<file path="src/rtl/memory_arbiter.sv">
`timescale 1ns/1ps
`default_nettype none
// ============================================================================
//  Module      : memory_arbiter
//  Description : Shares a single-port memory between the debug Controller and
//                the core under test. One transaction in flight, registered
//                request path, strobes held until mem_response, one-cycle
//                completion pulse to the winning port. ctrl_lock masks new
//                core grants. A WAIT-state watchdog aborts stalled accesses.
//  Build option: ARBITER_ROUND_ROBIN_EN - when defined, ties alternate
//                between ports; otherwise the Controller always wins ties.
//  Ports       : clk, reset_n (sync, active low)
//                ctrl_lock                      - block core grants
//                ctrl_* / core_*                - requester buses
//                mem_*                          - memory bus
//                timeout_err                    - sticky abort flag
//  Revision    : 1.0 - initial release
// ============================================================================
module memory_arbiter #(
  parameter int ADDR_WIDTH     = 32,
  parameter int DATA_WIDTH     = 32,
  parameter int TIMEOUT_CYCLES = 255
) (
  input  logic                  clk,
  input  logic                  reset_n,
  input  logic                  ctrl_lock,
  input  logic                  ctrl_read,
  input  logic                  ctrl_write,
  input  logic [ADDR_WIDTH-1:0] ctrl_address,
  input  logic [DATA_WIDTH-1:0] ctrl_write_data,
  output logic [DATA_WIDTH-1:0] ctrl_read_data,
  output logic                  ctrl_response,
  input  logic                  core_read,
  input  logic                  core_write,
  input  logic [ADDR_WIDTH-1:0] core_address,
  input  logic [DATA_WIDTH-1:0] core_write_data,
  output logic [DATA_WIDTH-1:0] core_read_data,
  output logic                  core_response,
  output logic                  mem_read,
  output logic                  mem_write,
  output logic [ADDR_WIDTH-1:0] mem_address,
  output logic [DATA_WIDTH-1:0] mem_write_data,
  input  logic [DATA_WIDTH-1:0] mem_read_data,
  input  logic                  mem_response,
  output logic                  timeout_err
);

  // Timer only needs to reach TIMEOUT_CYCLES-1; keep at least one bit.
  localparam int TIMER_W = (TIMEOUT_CYCLES < 2) ? 1 : $clog2(TIMEOUT_CYCLES + 1);

  typedef enum logic [1:0] {
    S_IDLE = 2'd0,
    S_WAIT = 2'd1,
    S_DONE = 2'd2
  } state_t;

  state_t               state;
  state_t               state_next;
  logic                 winner_core;   // port owning the current access
  logic [TIMER_W-1:0]   timer;

  logic                 ctrl_req;
  logic                 core_req;
  logic                 any_req;
  logic                 pick_core;
  logic                 sel_write;
  logic [ADDR_WIDTH-1:0] sel_address;
  logic [DATA_WIDTH-1:0] sel_write_data;
  logic                 timeout_hit;

`ifdef ARBITER_ROUND_ROBIN_EN
  logic                 last_grant_core;
`endif

  always_comb begin
    ctrl_req = ctrl_read | ctrl_write;
    core_req = (core_read | core_write) & ~ctrl_lock;
    any_req  = ctrl_req | core_req;
`ifdef ARBITER_ROUND_ROBIN_EN
    // On a tie the port that did not win last time gets the grant.
    pick_core = core_req & (~ctrl_req | ~last_grant_core);
`else
    pick_core = core_req & ~ctrl_req;
`endif
    // read&write together is treated as a write.
    sel_write      = pick_core ? core_write      : ctrl_write;
    sel_address    = pick_core ? core_address    : ctrl_address;
    sel_write_data = pick_core ? core_write_data : ctrl_write_data;
    timeout_hit    = (TIMEOUT_CYCLES != 0) &&
                     (timer == TIMER_W'(TIMEOUT_CYCLES - 1));

    state_next = state;
    case (state)
      S_IDLE:  if (any_req) state_next = S_WAIT;
      S_WAIT:  if (mem_response || timeout_hit) state_next = S_DONE;
      S_DONE:  state_next = S_IDLE;
      default: state_next = S_IDLE;
    endcase

    ctrl_response = (state == S_DONE) & ~winner_core;
    core_response = (state == S_DONE) &  winner_core;
  end

  always_ff @(posedge clk) begin
    if (!reset_n) begin
      state          <= S_IDLE;
      winner_core    <= 1'b0;
      timer          <= '0;
      mem_read       <= 1'b0;
      mem_write      <= 1'b0;
      mem_address    <= '0;
      mem_write_data <= '0;
      ctrl_read_data <= '0;
      core_read_data <= '0;
      timeout_err    <= 1'b0;
`ifdef ARBITER_ROUND_ROBIN_EN
      last_grant_core <= 1'b1;
`endif
    end else begin
      state <= state_next;
      case (state)
        S_IDLE: begin
          if (any_req) begin
            winner_core    <= pick_core;
            mem_address    <= sel_address;
            mem_write_data <= sel_write_data;
            mem_write      <= sel_write;
            mem_read       <= ~sel_write;
            timer          <= '0;
`ifdef ARBITER_ROUND_ROBIN_EN
            last_grant_core <= pick_core;
`endif
          end
        end
        S_WAIT: begin
          if (mem_response) begin
            mem_read  <= 1'b0;
            mem_write <= 1'b0;
            // mem_write still holds the op of this access.
            if (!mem_write) begin
              if (winner_core) core_read_data <= mem_read_data;
              else             ctrl_read_data <= mem_read_data;
            end
          end else if (timeout_hit) begin
            mem_read    <= 1'b0;
            mem_write   <= 1'b0;
            timeout_err <= 1'b1;
            if (winner_core) core_read_data <= '0;
            else             ctrl_read_data <= '0;
          end else begin
            timer <= timer + TIMER_W'(1);
          end
        end
        default: ;
      endcase
    end
  end

endmodule
`default_nettype wire

</file>
<file path="config.mk">
export PLATFORM = sky130hd
export DESIGN_NAME = memory_arbiter
export DESIGN_NICKNAME = d
export VERILOG_FILES = /design/src/rtl/memory_arbiter.sv
export SDC_FILE = /design/constraint.sdc
export NUM_CORES = 1
export LEC_CHECK = 0
export BUFFER_PORTS_ARGS = -buffer_cell sky130_fd_sc_hd__buf_2
export CAP_MARGIN = 40
export CORE_AREA = 2 2 118 120
export DETAILED_ROUTE_END_ITERATION = 10
export DIE_AREA = 0 0 120 122
export PLACE_DENSITY = 0.75
export SLEW_MARGIN = 20
export SYNTH_ARGS = -nofsm -noshare
export SYNTH_HDL_FRONTEND = slang
export SYNTH_SLANG_ARGS = --single-unit
</file>
<file path="constraint.sdc">
create_clock -name clk -period 1.9 [get_ports clk]
set_input_delay 0 -clock clk [delete_from_list [all_inputs] [get_ports clk]]
set_output_delay 0 -clock clk [all_outputs]
set_load 0.02 [all_outputs]
</file>
# Word level (Yosys, flattened, before mapping)
# Index checks and enable logic that the tools add are counted.
# word_totals
reg_bits	142
latchBits	0
ram_bits	0
romBits	0
out_inout_bits	133
elab_cells	69
memories	0
# op_classes
add_sub_neg	1
multipliers	0
div	0
order_cmp	0
n_eq_ne	9
shift	0
mux	26
n_bitwise	12
reduce_logical	11
# op_table
op	count
32-bit two-way mux	12
8-bit two-way mux	3
8-bit case mux with 2 select lines	1
4-bit AND reduction	3
2-bit inequality test (second input constant)	5
8-bit by 1-bit adder with 8-bit output (second input constant)	1
8-bit == test (second input constant)	1
3-bit AND reduction	2
1-bit two-way mux	5
1-bit inverter	5
1-bit bitwise AND	4
2-bit two-way mux	2
1-bit case mux with 2 select lines	2
2-bit case mux with 2 select lines	1
2-bit AND reduction	2
2-bit nonzero test	2
3-bit inequality test (second input constant)	1
1-bit OR	3
2-bit by 1-bit == test with 1-bit output (second input constant)	1
2-bit == test (second input constant)	1
2-bit zero test	1
1-bit logical OR	1

# Longest topological paths before layout
# depth
word_depth	7
mapped_depth	7

# Least setup slack after synthesis
# No wires, ideal clock.
# synth_timing
kind	reg-to-reg
from	register timer[0]
to	register core_read_data[10]
setup_ns	0.117
t_arrival_ns	1.355
required_ns	1.783
path_slack_ns	0.427
path_stages_with_launch	8
path_buffers	1
cell_sequence	dfxtp_1 > inv_1 > ha_1 > nand3_1 > o31ai_4 > a21oi_2 > buf_6 > a32o_1
# synth_via
elab_chain_len	3
# synth_rtl
item	line	text
start, declared	60	logic [TIMER_W-1:0] timer;
start signal, assigned	151	timer <= timer + TIMER_W'(1);
8-bit == test	90	(timer == TIMER_W'(TIMEOUT_CYCLES - 1));
2-bit nonzero test (no source line)	-	
4-bit AND reduction (no source line)	-	
end signal, assigned	141	if (winner_core) core_read_data <= mem_read_data;
end, declared	37	output logic [DATA_WIDTH-1:0] core_read_data,
# No other way between the ends.
# A chain may end at the register's enable or synchronous reset.

# Final worst setup path
# layout_timing
from	register state[1]
to	register mem_write_data[15]
# layout_via
elab_chain_len	2
# layout_rtl
item	line	text
start, declared	57	state_t state;
start signal, assigned	120	state <= state_next;
2-bit zero test	121	case (state)
2-bit AND reduction (no source line)	-	
end signal, assigned	126	mem_write_data <= sel_write_data;
end, declared	42	output logic [DATA_WIDTH-1:0] mem_write_data,
# No other way between the ends.

==> results.json <==
{
  "syn_nets": 767,
  "num_antenna_cells": 0,
  "r2r_start": "state[1]",
  "h-tree-depth": 4,
  "antenna_found_initial": 0,
  "fin_skew_ns": 0.00631,
  "rr_worst_depth": 6,
  "pin_count": 301,
  "synth_cell_type_count": 43,
  "postPlaceCellArea_mm2": 0.00716,
  "ys_warn_count": 0,
  "crit_cells": 6,
  "yosys.area.top_type": "dfxtp_1",
  "gr-total-overflow": 0,
  "setup.worst_path.start_class": "register",
  "maxSlewHeadroom_pct": 55.2,
  "hold_viol_final": 0,
  "cts_tree": "yes",
  "port_buffers": 300,
  "numCtsBuffers": 17,
  "cp_slowest_cell": "dlygate4sd3_1",
  "synth_edf_count": 0,
  "drcViolationCount": 0,
  "power.density_mw_per_mm2": 881,
  "synth_top_cells_by_area": "dfxtp_1 (51%), a32o_1 (12%), nand2_1 (9.2%)",
  "period_needed_ns": 1.85,
  "synthFlopType": "dfxtp_1",
  "drt-wirelength-per-cell_um": 17.5,
  "tns_ns": 0,
  "setup_viol": 0,
  "ys_seq_elements": 142,
  "root_buffer": "clkbuf_16",
  "worstPathArrival_ns": 2.20,
  "drt-initial-drc-count": 574,
  "crit_type": "reg -> reg",
  "yosys.cell_count.top_type": "dfxtp_1",
  "fp.dieArea_mm2": 0.0146,
  "clock_latency_ns": 0.42,
  "routed_wirelength_mm": 21.6,
  "fin_area_mm2": 0.00940,
  "outcome": "finished, final reports clean",
  "dp_hpwl_mm": 11.3,
  "syn_area_per_cell_um2": 9.25,
  "postRouteAntennaNets": 0,
  "grt_start_max_net_pins": 104,
  "rows": 43,
  "critPathLaunch": "state[1]",
  "finalCritPeriodShare_pct": 97.3,
  "yosysTopAreaCellShare_pct": 51.5,
  "setup.worst_path.end": "mem_write_data[15]",
  "cap_viol_max_count": 0,
  "layout-drive-gt1-share_pct": 35.2,
  "fill_cells": 896,
  "rrSetupSlack_ns": 0.05,
  "die_h_um": 122,
  "die_w_um": 120,
  "cp_max_fo": 15,
  "worst_slew_pin_slew_ns": 0.671,
  "multi_input_area_mm2": 0.00236,
  "grt_pass1_wl_mm": 33.2,
  "leakagePower_nw": 4.35,
  "grt_usage_pct": 28.7,
  "cts_buffer_depth": 2,
  "syn_to_final_growth_pct": 70.1,
  "cp.required_ns": 2.25,
  "grt_pass1_vias": 6590,
  "core_area_mm2": 0.0135,
  "regArea_mm2": 0.00284,
  "first_pass_iters": 8,
  "netlist_area_mm2": 0.00552,
  "vias": 6761,
  "ir_drop_mv": 0.509,
  "utilization_pct": 69.6,
  "worst-path-buf-inv": 3,
  "maxSlewViolCount": 0,
  "critPathMostFrequentCell": "buf_12",
  "syn_inst": 597,
  "synth_top_cells_by_count": "dfxtp_1 (142), nand2_1 (136), a31oi_1 (69)",
  "fmax_mhz": 541,
  "crit_chain": "a211oi_4 > buf_12 > buf_12 > o21ai_0 > a31oi_1 > dlygate4sd3_1",
  "r2r-end": "mem_write_data[15]",
  "critPathCaptureType": "register",
  "place.gp.congestion": 0.820,
  "layout.nets": 1210,
  "initial_core_util_pct": 40.9,
  "final-instance-count-excl-fill": 1233,
  "power_mw": 8.28,
  "clk_pin_slew_ns": 0.06,
  "vias_per_cell": 5.48,
  "hold_path.class": "in -> reg",
  "yosysSeqAreaShare_pct": 51.5,
  "ys_async_sr_fraction_pct": 0,
  "dp_cells": 1038,
  "cpPeakStageDelay_ns": 0.60,
  "crit_family": "buffers and inverters",
  "cts_sinks": 142
}
## cell type report
| cell class | count | share of cell area, % |
|---|---|---|
| Timing Repair Buffer | 481 | 35.8 |
| Sequential cell | 142 | 30.3 |
| Multi-Input combinational cell | 393 | 25.1 |
| Clock buffer | 17 | 4.53 |
| Tap cell | 180 | 2.40 |
| Clock inverter | 15 | 1.62 |
| Inverter | 5 | 0.200 |
## kinds of logic after synthesis
| group | synth area share (%) |
|---|---|
| AO/OA/AOI/OAI | 29.2 |
| AND/OR/NAND/NOR | 12.9 |
| adder cells (fa/ha/maj) | 0.453 |
| flip-flops | 51.5 |
| buffers and inverters | 5.93 |
## cell usage in the layout, fill, tap and decap left out, types with 7 or more instances in the layout
cell type      synthesis  layout
a31oi_1               69      69
a32o_1                64      64
buf_12                 0       7
buf_2                 31     300
buf_4                  1      12
clkbuf_16              0      18
dfxtp_1              142     141
dlygate4sd3_1          0     161
nand2_1              136     135
o21ai_0               61      61
o21ai_1               10      10
## registers in the layout, indices dropped and copies added (netlist names)
signal	count
core_read_data	32
ctrl_read_data	32
mem_address	32
mem_read	1
mem_write	1
mem_write_data	32
state	2
timeout_err	1
timer	8
winner_core	1
## where the power goes
part           total [mW]  switching, mW  internal [mW]
Combinational        1.70          0.950          0.755
Sequential           3.31          0.120           3.19
Clock                3.26           1.41           1.85
## through the flow
| stage | hold slack (ns) | setup WS (ns) |
|---|---|---|
| floorplan | 0.152 | 0.427 |
| global placement | 0.255 | 0.00678 |
| detailed placement | 0.259 | 0.254 |
| CTS | 0.00656 | 0.0463 |
| global route | 0.0215 | -0.000413 |
| finish | 0.0227 | 0.0520 |
## worst reg2reg max path, delay by kind of cell (launching register included)
kind	cells	cell delay, ns
buffers and inverters	3	0.88
AO/OA/AOI/OAI	3	0.51
flip-flops	1	0.40
## worst min path at each step
stage	from	end	slack (ns)	cells past startpoint
2_1_floorplan	core_address[10]	mem_address[10]	0.15	2
3_3_place_gp	mem_read_data[5]	ctrl_read_data[5]	0.26	2
3_5_place_dp	mem_read_data[25]	ctrl_read_data[25]	0.26	2
4_1_cts	reset_n	state[1]	0.007	4
5_1_grt	reset_n	state[1]	0.02	4
6_report	reset_n	state[1]	0.02	4
## metal layers
layer | part of all wire, % | GRT usage, %
met1 | 37 | 31.8
met3 | 8.8 | 8.05
met2 | 49 | 49.0
met5 | 0 | 0
met4 | 5.2 | 17.1
## what timing repair did
| item | CTS | global route |
|---|---|---|
| setup buffers | 0 | 1 |
| endpoints found under the hold margin | 129 | 0 |
| gates resized for setup | 0 | 1 |
| hold buffers | 161 | 0 |
| setup endpoints to repair | 0 | 14 |
(Power assumes the default switching activity.)
